## src/rtl/aging_sched_pkg.sv

```systemverilog
// Shared types and constants for the aging priority scheduler.
// The sized type and reset constant describe the default four-requester build.
package aging_sched_pkg;

    typedef enum logic [1:0] {
        IDLE    = 2'd0,
        BUSY    = 2'd1,
        RELEASE = 2'd2
    } state_e;

    localparam int SCHED_N = 4;
    localparam int SCHED_W = $clog2(SCHED_N);

    typedef logic [SCHED_W-1:0] prt_t;

    localparam prt_t PRT_RESET = prt_t'(SCHED_N - 1);

endpackage

```

## src/rtl/prio_select_comb.sv

```systemverilog
// Combinational winner search: requesting entry with the smallest live priority,
// ties resolved toward the highest index.
module prio_select_comb #(
    parameter  int N = 4,
    localparam int W = $clog2(N)
) (
    input  logic [N-1:0]   req,
    input  logic [N*W-1:0] live_prt,
    output logic [W-1:0]   winner,
    output logic           any_valid
);

    logic [W-1:0] best;

    // NOTE: every output and temporary gets a default before the loop so no latch is inferred.
    always_comb begin
        winner    = '0;
        any_valid = 1'b0;
        best      = '0;
        // Ascending scan with <= lets a later (higher) index take over on a tie.
        for (int i = 0; i < N; i++) begin
            if (req[i] && (!any_valid || (live_prt[i*W +: W] <= best))) begin
                best      = live_prt[i*W +: W];
                winner    = W'(i);
                any_valid = 1'b1;
            end
        end
    end

endmodule

```

## src/rtl/aging_priority_scheduler.sv

```systemverilog
// Shares one resource among N requesters with aging priorities, holding each grant
// until done or a hold timeout, and driving the port's select/valid.
module aging_priority_scheduler
    import aging_sched_pkg::*;
#(
    parameter  int N        = SCHED_N,
    parameter  int MAX_HOLD = 16,
    localparam int W        = $clog2(N)
) (
    input  logic           clk,
    input  logic           rst,
    input  logic [N-1:0]   req,
    input  logic [N*W-1:0] base_prt,
    input  logic           done,
    output logic           gnt_valid,
    output logic [W-1:0]   gnt_idx,
    output logic [N-1:0]   gnt_onehot,
    output logic           preempt,
    output logic [N*W-1:0] live_prt
);

    localparam int            HW       = $clog2(MAX_HOLD + 1);
    localparam logic [W-1:0]  PRT_RST  = W'(N - 1);
    localparam logic [HW-1:0] HOLD_MAX = HW'(MAX_HOLD);

    state_e                 state_q, state_d;
    logic [W-1:0]           owner_q;
    logic [HW-1:0]          hold_q;
    logic                   timed_out_q;
    logic [N-1:0][W-1:0]    live_q;
    logic [N-1:0][W-1:0]    base_v;
    logic [W-1:0]           winner;
    logic                   any_valid;
    logic                   grant_evt;
    logic                   release_evt;
    logic                   hold_expired;
    logic                   timeout;

    assign base_v   = base_prt;
    assign live_prt = live_q;

    prio_select_comb #(.N(N)) u_select (
        .req       (req),
        .live_prt  (live_prt),
        .winner    (winner),
        .any_valid (any_valid)
    );

    assign grant_evt    = (state_q == IDLE) && any_valid;
    assign release_evt  = (state_q == RELEASE);
    assign hold_expired = (hold_q == HOLD_MAX);
    // A done arriving on the expiry cycle wins, so no preempt is flagged then.
    assign timeout      = (state_q == BUSY) && !done && hold_expired;

    // NOTE: sequential state uses non-blocking assignments so every flop samples pre-edge values.
    always_ff @(posedge clk or posedge rst) begin
        if (rst) state_q <= IDLE;
        else     state_q <= state_d;
    end

    always_comb begin
        state_d = state_q;
        case (state_q)
            IDLE:    if (any_valid) state_d = BUSY;
            BUSY:    if (done || hold_expired) state_d = RELEASE;
            RELEASE: state_d = IDLE;
            default: state_d = IDLE;
        endcase
    end

    always_comb begin
        gnt_valid  = (state_q == BUSY);
        gnt_idx    = gnt_valid ? owner_q : '0;
        gnt_onehot = '0;
        if (gnt_valid) gnt_onehot[owner_q] = 1'b1;
        preempt    = release_evt && timed_out_q;
    end

    always_ff @(posedge clk or posedge rst) begin
        if (rst) begin
            owner_q     <= '0;
            hold_q      <= '0;
            timed_out_q <= 1'b0;
        end else begin
            timed_out_q <= timeout;
            if (grant_evt) begin
                owner_q <= winner;
                hold_q  <= HW'(1);
            end else if (state_q == BUSY && state_d == BUSY) begin
                hold_q <= hold_q + HW'(1);
            end else if (state_q != BUSY) begin
                hold_q <= '0;
            end
        end
    end

    // NOTE: the priority bank is small control state, so it is reset like any other register.
    always_ff @(posedge clk or posedge rst) begin
        if (rst) begin
            for (int i = 0; i < N; i++) live_q[i] <= PRT_RST;
        end else begin
            for (int i = 0; i < N; i++) begin
                if (grant_evt) begin
                    if ((W'(i) == winner) || !req[i])
                        live_q[i] <= base_v[i];
                    else if (live_q[i] != '0)
                        live_q[i] <= live_q[i] - W'(1);
                end else if (release_evt && !req[i]) begin
                    live_q[i] <= base_v[i];
                end
            end
        end
    end

endmodule

```

## config.mk

```make
export PLATFORM = sky130hd
export DESIGN_NAME = aging_priority_scheduler
export DESIGN_NICKNAME = d
export VERILOG_FILES = /design/src/rtl/aging_sched_pkg.sv /design/src/rtl/prio_select_comb.sv /design/src/rtl/aging_priority_scheduler.sv
export SDC_FILE = /design/constraint.sdc
export NUM_CORES = 1
export LEC_CHECK = 0
export BUFFER_PORTS_ARGS = -buffer_cell sky130_fd_sc_hd__buf_4
export CORE_ASPECT_RATIO = 1.5
export CORE_MARGIN = 10
export CORE_UTILIZATION = 45
export DETAILED_ROUTE_END_ITERATION = 7
export PLACE_DENSITY = 0.73
export SYNTH_ARGS = -nofsm -noshare
export SYNTH_HDL_FRONTEND = slang
export SYNTH_HIERARCHICAL = 1
export SYNTH_SLANG_ARGS = --single-unit
```

## constraint.sdc

```tcl
create_clock -name clk -period 5.59 [get_ports clk]
set_clock_uncertainty 0.15 [all_clocks]
set_input_delay 0 -clock clk [delete_from_list [all_inputs] [get_ports clk]]
set_output_delay 0 -clock clk [all_outputs]
set_load 0.005 [all_outputs]
```

* After elaboration in Yosys (flattened, before gate mapping)
Cells that the tools add are included.
** Storage, ports and cells
- Register bits :: 18
- Latch bits :: 0
- RAM bits :: 0
- Bits in read-only memories :: 0
- Input port bits :: 15
- Output and inout port bits :: 16
- Logic and storage cells :: 110
- Memories :: 0
** Operators by class
- Add/sub/neg operators :: 5
- Multiply operators :: 0
- Div/mod/pow operators :: 0
- Order comparisons :: 5
- Equal/unequal tests :: 12
- Shift operators :: 0
- Multiplexer cells :: 36
- Bitwise logic cells :: 0
- Reduce and logical (&&, ||, !) cells :: 44
** Operator list (number)
- two-way mux 2 bit :: 24
- nonzero test 2 bit :: 8
- two-way mux 5 bit :: 3
- logical AND 1 bit :: 13
- inequality test 3 x 1 -> 1 bit, second input constant :: 4
- zero test 1 bit :: 8
- logical OR 1 bit :: 8
- AND reduction 2 bit :: 4
- subtractor 2 x 1 -> 2 bit, second input constant :: 4
- less-or-equal comparator 2 bit :: 3
- two-way mux 1 bit :: 6
- adder 5 x 1 -> 5 bit, second input constant :: 1
- == test 5 bit, second input constant :: 1
- == test 2 x 1 -> 1 bit, second input constant :: 2
- == test 2 bit, first input constant :: 2
- zero test 2 bit :: 2
- two-way mux 4 bit :: 1
- case mux 2 bit (2 select lines) :: 1
- < comparator 2 x 3 -> 1 bit, second input constant :: 1
- nonzero test 3 bit :: 1
- demux 1 bit (select 2 bit) :: 1
- == test 1 x 2 -> 1 bit, first input constant :: 1
- == test 2 bit, second input constant :: 1
- >= comparator 2 x 1 -> 1 bit, second input constant :: 1
- inequality test 2 x 1 -> 1 bit, second input constant :: 1

* Logic depth before layout (Yosys ltp)
- Word-level depth :: 19
- Gate-level depth with buffers :: 19
- Mapped depth without buffers :: 19

* By module
Netlist, hierarchy kept.
** Modules (own cells, without submodules)
- aging_priority_scheduler :: instances 1, cells each 119, area each 1154.9 um^2
- prio_select_comb :: instances 1, cells each 39, area each 285.3 um^2

* Least setup slack after synthesis
Ideal clock, no wire load.
- Path type :: register -> register
- From :: reg live_q, in the netlist live_prt[1]
- To :: reg live_q, in the netlist live_prt[0]
- Setup time :: 0.075 ns
- Arrival :: 3.947 ns
- Data required time :: 5.365 ns
- Slack :: 1.418 ns
- Stages on the path, launching flop included :: 20
- Clock period less this slack :: 4.172 ns
- Cells stage by stage :: dfstp_2 -> nand2_1 -> ha_1 -> nor2b_4 -> o21a_1 -> o22a_1 -> ha_1 -> nand2_1 -> o21ai_0 -> o21ai_2 -> mux2_2 -> ha_1 -> nand2_1 -> o31ai_1 -> o21ai_0 -> a21bo_2 -> o21ai_0 -> nor2_2 -> a21boi_0 -> a2bb2oi_1
** Between the ends
- Word-level cells in the longest chain between the ends :: 17
- Elaborated cells on any way between the ends :: 29
- Classes of those cells :: order compare: 3; eq/ne: 1; mux: 11; reduce/logical: 14
** RTL lines
- from (decl) :: RTL line aging_priority_scheduler.sv:30 : logic [N-1:0][W-1:0] live_q;
- from (signal, indexed assignment) :: RTL line aging_priority_scheduler.sv:105 : live_q[i] <= base_v[i];
- from (signal, indexed assignment) :: RTL line aging_priority_scheduler.sv:107 : live_q[i] <= live_q[i] - W'(1);
- from (signal, indexed assignment) :: RTL line aging_priority_scheduler.sv:109 : live_q[i] <= base_v[i];
- two-way mux 2 bit (*) :: RTL line prio_select_comb.sv:22 : if (req[i] && (!any_valid || (live_prt[i*W +: W] <= best))) begin
- less-or-equal comparator 2 bit :: RTL line prio_select_comb.sv:22
- logical OR 1 bit :: RTL line prio_select_comb.sv:22
- logical AND 1 bit :: RTL line prio_select_comb.sv:22
- two-way mux 2 bit or two-way mux 1 bit (tied branches) :: RTL line prio_select_comb.sv:22
- less-or-equal comparator 2 bit or zero test 1 bit (tied branches) :: RTL line prio_select_comb.sv:22
- logical OR 1 bit :: RTL line prio_select_comb.sv:22
- logical AND 1 bit :: RTL line prio_select_comb.sv:22
- (+2 left out)
- logical OR 1 bit :: RTL line prio_select_comb.sv:22
- logical AND 1 bit :: RTL line prio_select_comb.sv:22
- two-way mux 2 bit (*) :: RTL line prio_select_comb.sv:22
- via winner[0] :: RTL line aging_priority_scheduler.sv:32 : logic [W-1:0] winner;
- zero test 2 bit (*) :: RTL line aging_priority_scheduler.sv:104 : if ((W'(i) == winner) || !req[i])
- logical OR 1 bit (*) :: RTL line aging_priority_scheduler.sv:104
- inequality test 3 x 1 -> 1 bit (no source line) or two-way mux 2 bit (tied branches)
- AND reduction 2 bit (no source line) or two-way mux 2 bit (tied branches)
The timed path passes the listed nets; every way through them passes the cells marked *.
A chain may end at the register's enable or synchronous reset.

* Worst setup path after layout
- From :: reg live_q, in the netlist live_prt[1]
- To :: reg live_q, in the netlist live_prt[1]
The elaborated chain is that of the path after synthesis.

==> flow_results.xml <==
<?xml version="1.0" encoding="UTF-8"?>
<metrics>
  <group name="yosys">
    <metric name="synth_seq_cells" unit="">18</metric>
    <metric name="netlist_top_cells_area" unit="">sky130_fd_sc_hd__dfrtp_1, sky130_fd_sc_hd__dfstp_2, sky130_fd_sc_hd__ha_1, sky130_fd_sc_hd__inv_1, sky130_fd_sc_hd__nand2_1</metric>
    <metric name="yosys.area_share.simple" unit="%">22.9</metric>
    <metric name="ys.flop_type" unit="">sky130_fd_sc_hd__dfrtp_1</metric>
    <metric name="yosysTopAreaCell" unit="">sky130_fd_sc_hd__dfrtp_1</metric>
    <metric name="netlist_instances" unit="">158</metric>
    <metric name="synth_enable_flop_cells" unit="">0</metric>
    <metric name="post_synth_fa_ha_maj_area_fraction" unit="%">10.4</metric>
    <metric name="synth_area" unit="um^2">1440</metric>
    <metric name="ys.warnings.count" unit="">6</metric>
    <metric name="commonest_cells_in_the_synthesized_netlist" unit="">sky130_fd_sc_hd__inv_1, sky130_fd_sc_hd__nand2_1, sky130_fd_sc_hd__ha_1</metric>
    <metric name="synth-compound-area-share" unit="%">20.2</metric>
    <metric name="synth_top_family_by_area" unit="">simple AND/OR/NAND/NOR gates</metric>
    <metric name="post-synth-top-area-fraction" unit="%">17.4</metric>
    <metric name="syn-mean-instance-area" unit="um^2">9.11</metric>
    <metric name="synth_sequential_area_ratio" unit="%">32.0</metric>
    <metric name="postSynthNetCount" unit="">185</metric>
    <metric name="post_synth_mux_area_share" unit="%">5.30</metric>
    <metric name="yosysMostFrequentCell" unit="">sky130_fd_sc_hd__inv_1</metric>
    <metric name="synth_cell_type_count" unit="">49</metric>
    <metric name="postSynth.asyncResetShare" unit="%">100</metric>
    <metric name="synth_xor_xnor_area_share" unit="%">2.43</metric>
  </group>
  <group name="critical_path">
    <metric name="critical_path.cell_chain" unit="">nand2_1 -&gt; ha_1 -&gt; nor2b_4 -&gt; o21a_1 -&gt; o22a_1 -&gt; ha_1 -&gt; nand2_1 -&gt; o21ai_0 -&gt; o21ai_2 -&gt; mux2_2 -&gt; ha_1 -&gt; nand2_1 -&gt; o31ai_1 -&gt; o21ai_0 -&gt; a21bo_2 -&gt; o21ai_0 -&gt; nor2_2 -&gt; a21boi_0 -&gt; a2bb2oi_1 -&gt; dlygate4sd3_1</metric>
    <metric name="worst-path-max-fanout" unit="">5</metric>
    <metric name="reg2reg_depth" unit="">20</metric>
    <metric name="r2r_end" unit="">live_prt[1]$_DFFE_PP1P_</metric>
    <metric name="worst-r2r-setup-slack" unit="ns">0.40</metric>
    <metric name="required" unit="ns">5.63</metric>
    <metric name="startpoint_type" unit="">register</metric>
    <metric name="max_stage_delay" unit="ns">0.56</metric>
    <metric name="critical-path-slowest-cell" unit="">sky130_fd_sc_hd__dfstp_2</metric>
    <metric name="worst_r2r_startpoint" unit="">live_prt[1]$_DFFE_PP1P_</metric>
    <metric name="cp_data_arrival_time" unit="ns">5.23</metric>
    <metric name="endpoint_kind" unit="">register</metric>
    <metric name="path_class" unit="">reg2reg</metric>
  </group>
  <group name="finish">
    <metric name="drive_above_1_share" unit="%">29.4</metric>
    <metric name="syn2layout_area_growth" unit="%">29.5</metric>
    <metric name="layout_nets" unit="">230</metric>
    <metric name="num_antenna_cells" unit="">0</metric>
  </group>
  <group name="pwr">
    <metric name="seq_power_share" unit="%">30.0</metric>
    <metric name="p_switching" unit="W">0.000351</metric>
    <metric name="p_int" unit="W">0.000512</metric>
    <metric name="static-leakage-power" unit="nW">0.936</metric>
    <metric name="clock_group_share_of_total_power" unit="%">10.0</metric>
    <metric name="sw_frac_of_total" unit="%">40.7</metric>
    <metric name="vdd_ir_drop_max" unit="V">0.000222</metric>
    <metric name="power.density_cell_area" unit="nW/um^2">462</metric>
    <metric name="power.combinational.fraction" unit="%">60.0</metric>
  </group>
  <group name="cts">
    <metric name="ctsHtreeMaxLevel" unit="">1</metric>
    <metric name="clkLatencyLatePin" unit="ns">0.25</metric>
    <metric name="cts.clk_slew.worst_paths" unit="ns">0.06</metric>
    <metric name="clock_root_buffer" unit="">sky130_fd_sc_hd__clkbuf_8</metric>
    <metric name="clock_tree.buffer_depth" unit="">2</metric>
    <metric name="tritoncts_sink_count" unit="">18</metric>
    <metric name="cts-buffers-inserted" unit="">3</metric>
    <metric name="hold_buffers" unit="">13</metric>
    <metric name="tritoncts_clock_tree" unit="">built</metric>
    <metric name="post_cts.repair.setup_buffers" unit="">0</metric>
    <metric name="total_of_cells_resized_after_clock_tree_synthesis" unit="">0</metric>
  </group>
  <group name="sta">
    <metric name="setup_viol_count_final" unit="">0</metric>
    <metric name="timing.max_slew.rel_slack" unit="%">55.1</metric>
    <metric name="slew_viol_final" unit="">0</metric>
    <metric name="finalHoldViolations" unit="">0</metric>
    <metric name="grt_setup_unrepaired" unit="">no</metric>
    <metric name="setup_slack" unit="ns">0.397</metric>
    <metric name="max_clock_freq" unit="MHz">193</metric>
    <metric name="setup_tns" unit="ns">0</metric>
    <metric name="finalCritPeriodShare" unit="%">92.9</metric>
    <metric name="tightest_slew" unit="ns">0.672</metric>
    <metric name="fin_crit" unit="ns">5.19</metric>
  </group>
  <group name="placement">
    <metric name="place_congestion" unit="">0.895</metric>
    <metric name="place_hpwl" unit="um">2770</metric>
    <metric name="number_of_buffers_inserted_by_port_buffering" unit="">30</metric>
    <metric name="dp_worst_setup_slack" unit="ns">1.03</metric>
  </group>
  <group name="global_routing">
    <metric name="grt_start_max_net_pins" unit="">19</metric>
    <metric name="grt_remaining_overflow" unit="">0</metric>
    <metric name="antenna_found_initial" unit="">0</metric>
    <metric name="track_usage" unit="%">12.6</metric>
    <metric name="vias_in_the_first_global_route" unit="">1344</metric>
    <metric name="grt_pass1_wl" unit="um">6070</metric>
  </group>
  <group name="routing">
    <metric name="detailedRoute.firstPassIterationCount" unit="">4</metric>
    <metric name="postRouteAntennaNets" unit="">0</metric>
    <metric name="drc" unit="">0</metric>
    <metric name="detail_route.iter0.violations" unit="">119</metric>
    <metric name="avgRoutedWirePerCell" unit="um">14.9</metric>
    <metric name="finalWirelength" unit="um">3600</metric>
    <metric name="vias" unit="">1312</metric>
    <metric name="via_per_inst" unit="">5.44</metric>
  </group>
  <group name="floorplan">
    <metric name="die_area" unit="um^2">5910</metric>
    <metric name="die_w" unit="um">66.2</metric>
    <metric name="floorplan.initialDensity" unit="%">46.0</metric>
    <metric name="num_rows" unit="">25</metric>
    <metric name="fp.dieH" unit="um">89.3</metric>
    <metric name="core_area" unit="um^2">3130</metric>
    <metric name="io_pins" unit="">31</metric>
  </group>
  <group name="job">
    <metric name="timing.max_cap.violations" unit="">0</metric>
  </group>
  <group name="worst_hold_path">
    <metric name="hp-start" unit="">req[2]</metric>
    <metric name="hold_end" unit="">live_prt[5]$_DFFE_PP1P_</metric>
    <metric name="hold_depth" unit="">3</metric>
    <metric name="hold_path_class" unit="">in2reg</metric>
  </group>
  <group name="outcome">
    <metric name="status" unit="">completed</metric>
  </group>
</metrics>
-- power by group through the flow --
stage,clock network (W),registers [W],logic (W)
5_1_grt,0.0000941,0.000268,0.000588
2_1_floorplan,0,0.000240,0.000350
4_1_cts,0.0000898,0.000258,0.000517
3_5_place_dp,0,0.000260,0.000489
6_report,0.0000867,0.000259,0.000517
3_3_place_gp,0,0.000257,0.000461
-- routing by layer --
layer  wire length [um]  up-vias  GRT usage [%]
met5                  0        -              0
met4                 53        0           4.21
met3                121        7           2.13
met2               2040       31           24.0
met1               1380      631           13.3
li1                   -      643              -
-- worst max-delay path, delay by kind of cell (launching register included) --
kind / cells / cell delay (ns)
fa+ha+maj: 3 / 0.87
simple gates: 5 / 0.46
buf+inv: 1 / 0.56
compound gates: 10 / 2.15
flops: 1 / 0.56
mux: 1 / 0.38
-- logic make-up after synthesis --
logic type	count (synthesis)
multiplexers	7
buffers and inverters	23
AO/OA/AOI/OAI	40
AND/OR/NAND/NOR	54
adder cells (fa/ha/maj)	12
flip-flops	18
XOR/XNOR	4
-- cells in the final DEF, fill, tap and decap left out, types with 6 or more instances in the layout --
cell type	count
sky130_fd_sc_hd__dlygate4sd3_1	13
sky130_fd_sc_hd__nor2_1	6
sky130_fd_sc_hd__a2bb2oi_1	6
sky130_fd_sc_hd__buf_4	30
sky130_fd_sc_hd__nand2_1	18
sky130_fd_sc_hd__a21oi_1	7
sky130_fd_sc_hd__inv_1	20
sky130_fd_sc_hd__dfstp_2	8
sky130_fd_sc_hd__ha_1	12
sky130_fd_sc_hd__dfrtp_1	10
-- flip-flops by register name, indices dropped and copies added (netlist names) --
signal,flops
live_prt,8
hold_q,5
owner_q,2
state_q,2
timed_out_q,1
-- layout make-up --
cell class | count | area, um^2
inverters | 20 | 75.1
flip-flops and latches | 18 | 460
clock buffers | 3 | 41.3
repair buffers | 43 | 355
well taps | 40 | 50.0
fillers | 284 | 1260
multi-input cells | 117 | 883
-- worst max-delay path by stage --
stage                       startpoint                       to  slack (ns)  cells after the start
6_report       live_prt[1]$_DFFE_PP1P_  live_prt[1]$_DFFE_PP1P_        0.40                     20
2_1_floorplan  live_prt[1]$_DFFE_PP1P_  live_prt[0]$_DFFE_PP1P_        1.42                     19
3_3_place_gp   live_prt[1]$_DFFE_PP1P_  live_prt[0]$_DFFE_PP1P_        1.27                     19
3_5_place_dp   live_prt[1]$_DFFE_PP1P_  live_prt[0]$_DFFE_PP1P_        1.03                     19
5_1_grt        live_prt[1]$_DFFE_PP1P_  live_prt[1]$_DFFE_PP1P_        0.05                     20
4_1_cts        live_prt[1]$_DFFE_PP1P_  live_prt[0]$_DFFE_PP1P_        0.49                     20
-- stage by stage --
step           cells  power (W)  hold WS, ns  utilization (%)  area [um^2]
3_3_place_gp     225   0.000717      -0.0131             54.2         1690
3_5_place_dp     225   0.000749      -0.0110             54.2         1690
2_1_floorplan    158   0.000590       -0.217                -         1440
4_1_cts          241   0.000865      0.00825             59.6         1870
6_report         241   0.000863       0.0125             59.6         1870
5_1_grt          241   0.000950       0.0278             59.6         1870
No activity file was read; power rests on OpenSTA's default activity.
